[config.mk]
export PLATFORM = sky130hd
export DESIGN_NAME = param_sync_fifo
export DESIGN_NICKNAME = d
export VERILOG_FILES = /design/src/rtl/fifo_pkg.sv /design/src/rtl/fifo_mem.sv /design/src/rtl/param_sync_fifo.sv
export SDC_FILE = /design/constraint.sdc
export NUM_CORES = 1
export LEC_CHECK = 0
export CORE_ASPECT_RATIO = 1.25
export CORE_UTILIZATION = 51
export DETAILED_ROUTE_END_ITERATION = 16
export PLACE_DENSITY = 0.75
export SLEW_MARGIN = 40
export SYNTH_ARGS = -nofsm -noshare
export SYNTH_HDL_FRONTEND = slang
export SYNTH_SLANG_ARGS = --single-unit
[constraint.sdc]
create_clock -name clk -period 2.05 [get_ports clk]
set_input_delay 0.3075 -clock clk [delete_from_list [all_inputs] [get_ports clk]]
set_output_delay 0.3075 -clock clk [all_outputs]
set_load 0.02 [all_outputs]
[src/rtl/fifo_pkg.sv]
// Shared defaults and mode constants for the parameterised synchronous FIFO.
package fifo_pkg;

  localparam int DATA_W_DEF    = 8;
  localparam int ADDR_W_DEF    = 3;
  localparam int AE_THRESH_DEF = 2;
  localparam int AF_THRESH_DEF = 6;

  // Read-side modes selected by the FWFT parameter
  localparam int FWFT_REGISTERED  = 0;
  localparam int FWFT_FALLTHROUGH = 1;

endpackage

[src/rtl/fifo_mem.sv]
// DEPTH x DATA_W storage: synchronous write port, asynchronous read port.
module fifo_mem #(
  parameter int DATA_W = 8,
  parameter int ADDR_W = 3
) (
  input  logic              clk,
  input  logic              wr_en,
  input  logic [ADDR_W-1:0] wr_addr,
  input  logic [DATA_W-1:0] wr_data,
  input  logic [ADDR_W-1:0] rd_addr,
  output logic [DATA_W-1:0] rd_data
);

  logic [DATA_W-1:0] mem [2**ADDR_W];

  // Write the addressed word on an accepted write; contents are never reset
  always_ff @(posedge clk) begin
    if (wr_en) mem[wr_addr] <= wr_data;
  end

  assign rd_data = mem[rd_addr];

endmodule

[src/rtl/param_sync_fifo.sv]
// Single-clock FIFO with occupancy counter, threshold flags, sticky error
// flags and a choice of registered or first-word-fall-through read data.
module param_sync_fifo
  import fifo_pkg::*;
#(
  parameter int DATA_W    = DATA_W_DEF,
  parameter int ADDR_W    = ADDR_W_DEF,
  parameter int AE_THRESH = AE_THRESH_DEF,
  parameter int AF_THRESH = AF_THRESH_DEF,
  parameter int FWFT      = FWFT_REGISTERED
) (
  input  logic              clk,
  input  logic              rst_n,
  input  logic [DATA_W-1:0] in,
  input  logic              wr_en,
  input  logic              rd_en,
  input  logic              clr_err,
  output logic [DATA_W-1:0] out,
  output logic              out_valid,
  output logic [ADDR_W:0]   fifo_counter,
  output logic              empty,
  output logic              full,
  output logic              part_empty,
  output logic              part_full,
  output logic              overflow,
  output logic              underflow
);

  localparam int DEPTH = 2**ADDR_W;
  localparam logic [ADDR_W:0] DEPTH_C = (ADDR_W+1)'(DEPTH);
  localparam logic [ADDR_W:0] AE_C    = (ADDR_W+1)'(AE_THRESH);
  localparam logic [ADDR_W:0] AF_C    = (ADDR_W+1)'(AF_THRESH);

  logic [ADDR_W-1:0] wr_ptr;
  logic [ADDR_W-1:0] rd_ptr;
  logic [DATA_W-1:0] rd_data;
  logic              rd_acc;
  logic              wr_acc;

  assign empty      = (fifo_counter == '0);
  assign full       = (fifo_counter == DEPTH_C);
  assign part_empty = (fifo_counter <= AE_C);
  assign part_full  = (fifo_counter >= AF_C);

  // A read on a full FIFO frees the slot the concurrent write uses
  assign rd_acc = rd_en && !empty;
  assign wr_acc = wr_en && (!full || rd_acc);

  fifo_mem #(
    .DATA_W (DATA_W),
    .ADDR_W (ADDR_W)
  ) u_mem (
    .clk     (clk),
    .wr_en   (wr_acc),
    .wr_addr (wr_ptr),
    .wr_data (in),
    .rd_addr (rd_ptr),
    .rd_data (rd_data)
  );

  // Pointers and occupancy advance only on accepted transfers
  always_ff @(posedge clk or negedge rst_n) begin
    if (!rst_n) begin
      wr_ptr       <= '0;
      rd_ptr       <= '0;
      fifo_counter <= '0;
    end else begin
      if (wr_acc) wr_ptr <= wr_ptr + (ADDR_W)'(1);
      if (rd_acc) rd_ptr <= rd_ptr + (ADDR_W)'(1);
      case ({wr_acc, rd_acc})
        2'b10:   fifo_counter <= fifo_counter + (ADDR_W+1)'(1);
        2'b01:   fifo_counter <= fifo_counter - (ADDR_W+1)'(1);
        default: fifo_counter <= fifo_counter;
      endcase
    end
  end

  // Sticky error flags; a new error in the clearing cycle keeps the flag set
  always_ff @(posedge clk or negedge rst_n) begin
    if (!rst_n) begin
      overflow  <= 1'b0;
      underflow <= 1'b0;
    end else begin
      if (wr_en && !wr_acc) overflow <= 1'b1;
      else if (clr_err)     overflow <= 1'b0;
      if (rd_en && empty)   underflow <= 1'b1;
      else if (clr_err)     underflow <= 1'b0;
    end
  end

  if (FWFT == FWFT_REGISTERED) begin : g_registered
    logic [DATA_W-1:0] out_q;
    logic              valid_q;

    // Capture the head word on each accepted read; valid pulses for one cycle
    always_ff @(posedge clk or negedge rst_n) begin
      if (!rst_n) begin
        out_q   <= '0;
        valid_q <= 1'b0;
      end else begin
        if (rd_acc) out_q <= rd_data;
        valid_q <= rd_acc;
      end
    end

    assign out       = out_q;
    assign out_valid = valid_q;
  end else begin : g_fallthrough
    assign out       = rd_data;
    assign out_valid = !empty;
  end

endmodule

==> After elaboration in Yosys (flattened, before gate mapping) <==
Memory sizes are Yosys's and may differ from the RTL's. A register that Yosys moved wholly into a read port is not among the register bits.
Cells that the tools add are included.
{ "totals": {"latch_bits": 0, "n_memories": 1, "ramBits": 64, "rom_bits": 0, "in_bits": 13, "out_inout_bits": 19, "elab_cells": 35, "reg_bits": 13} }
{ "op_classes": {"eq_ne": 3, "shifts": 0, "n_mux": 6, "magnitude_cmp": 2, "n_mul": 0, "bitwise_logic": 0, "add_sub_neg": 4, "n_div": 0, "reduce_logical": 13} }
{ "mem_list": {"columns": ["name", "words", "word_bits", "rd", "rd_clocked_by_memory_dff", "write_ports", "line_no", "source"], "rows": [
  ["u_mem.mem", 8, 8, 1, 1, 1, "fifo_mem.sv:14", "logic [DATA_W-1:0] mem [2**ADDR_W];"]
]} }
{ "ops": {"columns": ["operator", "n"], "rows": [
  ["$pmux W4 S2", 1],
  ["$add A3 B1 Y3 const B", 2],
  ["$reduce_bool A2 Y1", 3],
  ["$mux W1", 5],
  ["$add A4 B1 Y4 const B", 1],
  ["$eq A4 B4 Y1 const B", 1],
  ["$ge A4 B3 Y1 const B", 1],
  ["$le A4 B2 Y1 const B", 1],
  ["$logic_and A1 B1 Y1", 4],
  ["$logic_not A1 Y1", 4],
  ["$logic_not A4 Y1", 1],
  ["$sub A4 B1 Y4 const B", 1],
  ["$eq A2 B1 Y1 const B", 1],
  ["$eq A2 B2 Y1 const B", 1],
  ["$logic_or A1 B1 Y1", 1]
]} }

==> Logic depth before layout (Yosys ltp) <==
Gate-level depths: netlist of the first run.
{ "logic_depth": {"word_depth": 8, "depth_mapped": 9, "ltp_nobuf": 8} }

==> By module <==
From an unflattened synthesis of the first run, not the netlist that was laid out.
{ "unflattened": {"cells_unflattened": 203, "area_unflattened_um2": 3538.4} }
{ "by_module_without_submodules": {"columns": ["mod", "seq_area_each_um2", "cells_per_inst", "area_each_um2", "instances"], "rows": [
  ["fifo_mem", 1921.8, 106, 2531.2, 1],
  ["param_sync_fifo", 525.5, 97, 1007.2, 1]
]} }

==> Least setup slack after synthesis of the first run <==
No wires, ideal clock.
{ "synth_path": {"path_kind": "register to register", "start": "register fifo_counter[3]", "end": "memory u_mem.mem[4][0] (enable)", "arrival_ns": 1.888, "stages_incl_launch_ff": 5, "setup_time_ns": 0.398, "path_buffers": 1, "synth_period_minus_slack_ns": 2.286, "required_time_ns": 1.652, "setup_slack_ns": -0.236, "path_cell_list": "dfrtp_1 -> buf_2 -> or4b_4 -> o21ai_2 -> nor4b_1"} }
{ "synth_between": {"elab_chain_len": 7, "word_cells_on_any_way": 9, "classes_between": "1 x eq/ne; 2 x mux; 6 x reduce/logical"} }
{ "synth_lines": {"columns": ["item", "line_no", "source"], "rows": [
  ["from (decl)", "param_sync_fifo.sv:20", "output logic [ADDR_W:0] fifo_counter,"],
  ["from (signal assigned)", "param_sync_fifo.sv:71", "2'b10: fifo_counter <= fifo_counter + (ADDR_W+1)'(1);"],
  ["from (signal assigned)", "param_sync_fifo.sv:72", "2'b01: fifo_counter <= fifo_counter - (ADDR_W+1)'(1);"],
  ["from (signal assigned)", "param_sync_fifo.sv:73", "default: fifo_counter <= fifo_counter;"],
  ["$logic_not A4 Y1", "param_sync_fifo.sv:40", "assign empty = (fifo_counter == '0);"],
  ["$logic_not A1 Y1", "param_sync_fifo.sv:46", "assign rd_acc = rd_en && !empty;"],
  ["$logic_and A1 B1 Y1", "param_sync_fifo.sv:46", null],
  ["$logic_or A1 B1 Y1 (*)", "param_sync_fifo.sv:47", "assign wr_acc = wr_en && (!full || rd_acc);"],
  ["$logic_and A1 B1 Y1 (*)", "param_sync_fifo.sv:47", null],
  ["$mux W1 (*)", "fifo_mem.sv:18", "if (wr_en) mem[wr_addr] <= wr_data;"],
  ["$mux W1 (not written as such) (*)", "fifo_mem.sv:18", null],
  ["to (decl)", "fifo_mem.sv:14", null]
]} }
Mark *: on every way between the ends. The rest lies on a longest branch, timed or not.

==> Worst setup path after layout of the first run <==
{ "layout_path": {"start": "register fifo_counter[3]", "end": "register fifo_counter[3]"} }
{ "layout_between": {"elab_chain_len": 7, "word_cells_on_any_way": 13, "classes_between": "2 x add/sub; 3 x eq/ne; 1 x mux; 7 x reduce/logical"} }
{ "layout_lines": {"columns": ["item", "line_no", "source"], "rows": [
  ["$logic_not A4 Y1", "param_sync_fifo.sv:40", null],
  ["$logic_not A1 Y1", "param_sync_fifo.sv:46", null],
  ["$logic_and A1 B1 Y1", "param_sync_fifo.sv:46", null],
  ["$logic_or A1 B1 Y1", "param_sync_fifo.sv:47", null],
  ["$logic_and A1 B1 Y1", "param_sync_fifo.sv:47", null],
  ["$eq A2 B1 Y1 / $eq A2 B2 Y1 (equally long branches)", "param_sync_fifo.sv:70", "case ({wr_acc, rd_acc})"],
  ["$pmux W4 S2 / $reduce_bool A2 Y1 (equally long branches)", null, null]
]} }
Several ways; a longest one is shown, not always the timed one.
A chain may end at the register's enable or synchronous reset.

==> metrics, run 1 <==
syn_area_per_cell 15.6 um2; mux contribution to synthesized area 10.6%; final WL 5910 um; number of DRC markers in iteration 0 129; most frequent cells in the layout edfxtp_1 (64), clkdlybuf4s50_1 (28), nand2_1 (21), buf_4 (21); crit start category flop; Post-Place Worst Slack -0.0668 ns; # H-tree levels 3; Slowest Stage Delay on Critical Path 0.45 ns; die width 76.5 um; Layout Nets 296; CTS Sinks 85; CTS Buffer Depth 2; Die Area 0.00728 mm2; Peak Freq 499 MHz; starting density of the core 53.2%; Critical Path Source fifo_counter[3]$_DFFE_PN0P_; fin crit period 2.00 ns; routability cong. 0.764; TritonRoute pass-1 iters 4; Fin Clk Skew 0.00887 ns; number of synthesized register bits 85; # port buffers 31; RSZ-0062 raised after global routing yes; R2R setup slack 0.05 ns; Critical Path Sink fifo_counter[3]$_DFFE_PN0P_; number of global-route vias before repair 1991; Worst Path Buf+Inv 1; Remaining Overflow, GRT 0; Tcrit/Tclk final 97.7%; area of placed instances 0.00411 mm2; Worst path depth 8; worst-path cell chain o41ai_4 > nand2b_4 > inv_2 > ha_4 > a21o_1 > a21oi_2 > mux2i_1 > xor2_1; met1 Track Usage GR 23.9%; Syn Std Cell Area 0.00354 mm2; Post-Synth Simple-Gate Area 5.34%; crit path max-delay cell type dfrtp_2; Fin. Hold Viols 0; WHS 0.289 ns; Synth Area in Adders 1.98%; CP Class reg2reg; sequential area share after synthesis 69.1%; measured slew at the worst slew-check pin 0.573 ns; final core occ 65.1%; routing usage on met2 29.1%; Design Area, Final 0.00433 mm2; Crit. End Element flop; layout cells sized above 1 26.1%; Max-cap violations 0; fillers 489; post-synthesis xor/xnor area fraction 1.98%; clock-pin slew on the worst setup and hold paths 0.09 ns; Unique masters post-synth 40; gr busiest metal met2; core area 0.00665 mm2; first-pass GRT wire length 9800 um; Worst EP arrival 2.28 ns; Slew headroom 61.7%; DR DRC count 0; Critical R2R Launch fifo_counter[3]$_DFFE_PN0P_; Antenna Nets Post-Route 0; reg2reg end fifo_counter[3]$_DFFE_PN0P_; insertion delay to the later sink of the worst-skew pair 0.35 ns; ant diodes 0; largest net degree at the start of global routing 35; Yosys warning count 0; Synth Area in Compound Gates 7.85%; Die H 95.1 um; Syn Inst Count 227; CP required 2.33 ns; Tot GR Track Use 18.4%; Top-Level Pins 32; Setup-failing EPs final 0; initial antenna violation count 0; largest family of logic cells by synthesized area multiplexers; Root Buffer clkbuf_8; Pwr Density 1400 mW/mm2; CTS Buf Count 9; status finished clean; Max Slew Vio Count 0; leakage power 1.62 nW; Worst Path Max Fanout 4; Layout area overhead 22.3%; Max rail drop VDD 1000 uV; r2r worst-path depth 8; net count after synthesis 245; met3 usage 4.31%; via count 1930; routed length per instance 16.0 um; commonest non-fill, non-tap cell in the layout edfxtp_1; CP delay by family, top compound AO/OA/AOI/OAI gates; Fin Setup TNS 0 ns; CTS tree yes; Hold/Removal Path Class in2async; HPWL after detailed placement 3980 um; final setup margin 0.0477 ns; Via density 5.22; std cell rows 33
[kinds of logic after synthesis]
| logic type | count (synthesis) |
|---|---|
| flops | 85 |
| simple gates | 38 |
| compound gates | 35 |
| mux | 35 |
| buf+inv | 21 |
| xor+xnor | 8 |
| fa+ha+maj | 5 |
[power breakdown]
| group | leakage (nW) | total [W] | internal (W) | switching [W] |
|---|---|---|---|---|
| registers | 0.831 | 0.00253 | 0.00225 | 0.000284 |
| clock network | 0.0955 | 0.00123 | 0.000604 | 0.000621 |
| logic | 0.694 | 0.00230 | 0.00115 | 0.00115 |
| total | 1.62 | 0.00606 | 0.00400 | 0.00205 |
[sequential cells by signal (all words and copies together) (netlist names)]
name and flops:
fifo_counter 4, out 8, out_valid 1, overflow 1
rd_ptr 3, u_mem.mem 64, underflow 1, wr_ptr 3
[worst min path at each step]
stage                  startpoint                          end  slack, ns  cells after the start
2_1_floorplan               rst_n  fifo_counter[0]$_DFFE_PN0P_       0.01                      0
3_3_place_gp   out[6]$_DFFE_PN0P_           out[6]$_DFFE_PN0P_       0.47                      2
3_5_place_dp   out[0]$_DFFE_PN0P_           out[0]$_DFFE_PN0P_       0.47                      2
4_1_cts                     rst_n        underflow$_DFFE_PN0P_       0.28                      2
5_1_grt                     rst_n        underflow$_DFFE_PN0P_       0.31                      2
6_report                    rst_n        underflow$_DFFE_PN0P_       0.29                      2
[synthesized netlist by cell type]
cell / instances / share of area, %
o22ai_1: 8 / 1.4
a21oi_1: 1 / 0.14
o211ai_1: 1 / 0.21
o21ai_2: 1 / 0.25
buf_2: 4 / 0.57
ha_1: 4 / 1.4
mux2_4: 1 / 0.42
fa_1: 1 / 0.57
o32ai_1: 1 / 0.25
a311oi_4: 1 / 0.74
buf_4: 3 / 0.64
nor3b_1: 2 / 0.42
mux2i_1: 18 / 5.1
clkbuf_1: 1 / 0.11
o21ai_0: 1 / 0.14
nor3_1: 3 / 0.42
buf_6: 2 / 0.64
o41ai_2: 1 / 0.46
or3_4: 1 / 0.32
o21a_1: 1 / 0.21
nor2b_1: 1 / 0.18
nand2_1: 21 / 2.2
nor4_1: 2 / 0.35
o21ai_1: 8 / 1.1
inv_1: 7 / 0.74
nor2_1: 4 / 0.42
dfrtp_1: 21 / 15
a21o_1: 2 / 0.42
nand2b_1: 2 / 0.35
a221o_1: 8 / 2.3
edfxtp_1: 64 / 54
xor2_1: 2 / 0.49
mux2_2: 15 / 4.8
or4b_4: 1 / 0.39
a211oi_1: 1 / 0.21
nor4b_1: 1 / 0.25
xnor2_1: 6 / 1.5
inv_2: 1 / 0.11
buf_1: 3 / 0.32
mux2_1: 1 / 0.32
[what timing repair did]
action	in CTS	in global routing
gates cloned	0	0
pin swaps	0	1
hold buffers	0	0
gates resized for setup	6	1
setup buffers	0	2
setup endpoints to repair	3	2
[final cells by class]
type / instances / area [um2] / share of cell area (%)
clock buffer: 10 / 138 / 3.18
clock inverter: 6 / 70.1 / 1.62
tap: 87 / 109 / 2.51
timing repair buffer: 53 / 480 / 11.1
inverter: 8 / 30.0 / 0.694
sequential: 85 / 2450 / 56.6
multi-input combinational: 121 / 1050 / 24.3
[metal layers]
metal	wire length, um	vias up
met1	2760	925
met3	223	8
li1	-	955
met2	2810	42
met5	0	-
met4	111	0
[per-stage QoR]
| step | std cells | power, W |
|---|---|---|
| after detailed placement | 352 | 0.00488 |
| after CTS | 368 | 0.00609 |
| after floorplan | 227 | 0.00410 |
| after global routing | 370 | 0.00640 |
| after global placement | 352 | 0.00482 |
| final | 370 | 0.00606 |
No activity file was read; power rests on OpenSTA's default activity.
==> inputs of run 2 (changes only) <==
CAP_MARGIN = 20   (was default)
==> results of run 2 <==
No change in the layout: final DEF, timing and power equal those of run 1.
==> inputs of run 3 (changes only) <==
clock period = 1.8 ns   (was 2.05 ns; I/O delays follow)
==> run 3 against run 2 <==
Compared with the run above:
- the flow now finishes with violations (setup timing)
- routed wire length up 22%
- sequential share of layout area is 4.7 points lower
- global-route usage is 2.7 points higher
- sequential power grew 11%
- register-to-register slack got worse by 0.29 ns
- flip-flop and latch count unchanged
- largest power group is now combinational logic
- highest routed layer unchanged
==> metrics, run 3 (same netlist as run 1, synthesis figures left out) <==
status complete, but fails checks; failing checks setup timing; sequential power share 37.3% (-4.5 points); routed length per instance 18.4 um (+15%); Via density 5.46 (+4.7%); Largest register FFs 64 (unchanged); Layout Nets 319 (+7.8%); RSZ-0062 raised after global routing yes; r2r worst-path depth 8 (unchanged); TritonRoute pass-1 iters 4 (unchanged); Peak Freq 490 MHz (-1.8%); Setup-failing EPs final 44 (+44); Worst EP arrival 2.30 ns (+0.02 ns); met2 WL 3980 um (+42%); fin crit period 2.04 ns (+0.0373 ns); HPWL after detailed placement 4850 um (+22%); Crit. End Element flop; Fin. Hold Viols 0 (unchanged); measured slew at the worst slew-check pin 0.628 ns (+0.0554 ns); total chip power 0.00756 W (+25%); Tcrit/Tclk final 113% (+16 points); Max Slew Vio Count 0 (unchanged); Fin Clk Skew 0.00838 ns (-0.000496 ns); CTS Buf Count 9 (unchanged); number of global-route vias before repair 2168 (+8.9%); crit start category flop; via count 2146 (+11%); largest net degree at the start of global routing 35 (unchanged); final setup margin -0.240 ns (-0.287 ns); Remaining Overflow, GRT 0 (unchanged); Tot GR Track Use 21.1% (+2.7 points); Max-cap violations 0 (unchanged); Fin Setup TNS -2.00 ns (-2.00 ns); most frequent cells in the layout edfxtp_1 (64), buf_4 (29), clkdlybuf4s50_1 (23); # H-tree levels 3 (unchanged); Layout area overhead 33.3%; Top-Level Pins 32 (unchanged); top layer in use met4; ant diodes 0 (unchanged); # port buffers 31 (unchanged); insertion delay to the later sink of the worst-skew pair 0.35 ns (about the same); first-pass GRT wire length 11000 um (+13%); Comb pwr share 43.5% (+5.6 points); Worst Path Max Fanout 3 (-1); Pwr Density 1600 mW/mm2 (+14%); switching share of power 34.2% (+0.32 points); CTS Sinks 85 (unchanged); starting density of the core 53.2% (unchanged); clock-pin slew on the worst setup and hold paths 0.08 ns (about the same); fillers 452 (-7.6%); CP Class reg2reg; initial antenna violation count 0 (unchanged); CTS Buffer Depth 2 (unchanged); number of DRC markers in iteration 0 67 (-48%); internal power 0.00497 W (+24%); DR DRC count 0 (unchanged); std cell rows 33 (unchanged); Die H 95.1 um (unchanged); core area 0.00665 mm2 (unchanged); Max rail drop VDD 1200 uV (+20%); die width 76.5 um (unchanged); WL met3 286 um (+28%); detailed-route wire length on metal 1 2830 um (+2.5%); Die Area 0.00728 mm2 (unchanged); Antenna Nets Post-Route 0 (unchanged); Root Buffer clkbuf_8; Slew headroom 57.8% (-3.9 points); CP required 2.06 ns (-0.27 ns); NetSw 0.00259 W (+26%); CTS tree yes; leakage power 1.81 nW (+12%); layout cells sized above 1 35.6% (+9.5 points); Hold/Removal Path Class in2async; Top reg by flops u_mem.mem; final WL 7220 um (+22%); commonest non-fill, non-tap cell in the layout edfxtp_1; Clk pwr share 19.2% (-1.0 points); hold_buf cts 0 (unchanged); routability cong. 0.754 (-1.3%)
[run 3: cell types whose count changed in the layout (fill, tap and decap cells not counted), moves of 3 or more]
cell,before,now
buf_6,0,17
buf_4,21,29
clkdlybuf4s50_1,28,23
nor3_4,0,3
[run 3: layout make-up]
cell class                 count  area (um2)  area share, %
clock buffer                  12         178           3.76
clock inverter                 4        51.3           1.09
inverter                       8        32.5          0.689
multi-input combinational    121        1180           25.1
sequential                    85        2450           52.0
tap                           87         109           2.31
timing repair buffer          76         712           15.1
[run 3: critical path, stage by stage, from the launching register on]
cell	delay, ns
dfrtp_2	0.44
o41ai_4	0.37
nand2b_4	0.21
inv_4	0.05
ha_4	0.20
a21o_1	0.16
a21oi_2	0.13
mux2i_1	0.24
xor2_1	0.17
[run 3: power by group through the flow]
stage                     Sequential (W)  Combinational, W  Clock, W
final                            0.00282           0.00329   0.00145
after global routing             0.00287           0.00350   0.00155
after CTS                        0.00282           0.00314   0.00147
after detailed placement         0.00286           0.00305         0
after global placement           0.00283           0.00297         0
after floorplan                  0.00303           0.00169         0
[run 3: worst paths after layout]
kind / end / slack (ns) / startpoint
setup / recovery: fifo_counter[3]$_DFFE_PN0P_ / -0.24 / fifo_counter[2]$_DFFE_PN0P_
hold / removal: rd_ptr[0]$_DFFE_PN0P_ / 0.27 / rst_n
setup reg to reg: fifo_counter[3]$_DFFE_PN0P_ / -0.24 / fifo_counter[2]$_DFFE_PN0P_
hold reg to reg: out[2]$_DFFE_PN0P_ / 0.49 / out[2]$_DFFE_PN0P_
max in group asynchronous: fifo_counter[3]$_DFFE_PN0P_ / 1.28 / rst_n
min in group clk: out[2]$_DFFE_PN0P_ / 0.49 / out[2]$_DFFE_PN0P_
[run 3: layer usage]
metal / global-route usage, % / vias up
met2: 39.3 / 56
met1: 23.5 / 1076
met3: 3.83 / 9
met4: 9.94 / 0
met5: 0 / -
li1: - / 1005
[run 3: per-stage QoR]
step	setup WS (ns)	instance area (um2)	std cells	hold slack, ns	util, %
3_3_place_gp	-0.369	4260	368	0.471	64.1
4_1_cts	-0.178	4590	391	0.273	69.1
5_1_grt	-0.289	4720	393	0.286	71.0
2_1_floorplan	-0.207	3640	227	-0.0256	-
6_report	-0.240	4720	393	0.273	71.0
3_5_place_dp	-0.408	4270	368	0.475	64.2
[run 3: what timing repair did]
action,CTS,global route
setup buffers,7,2
pin swaps,3,6
gates cloned,0,0
hold endpoints to repair,0,0
gates resized for setup,33,24
setup endpoints to repair,64,73
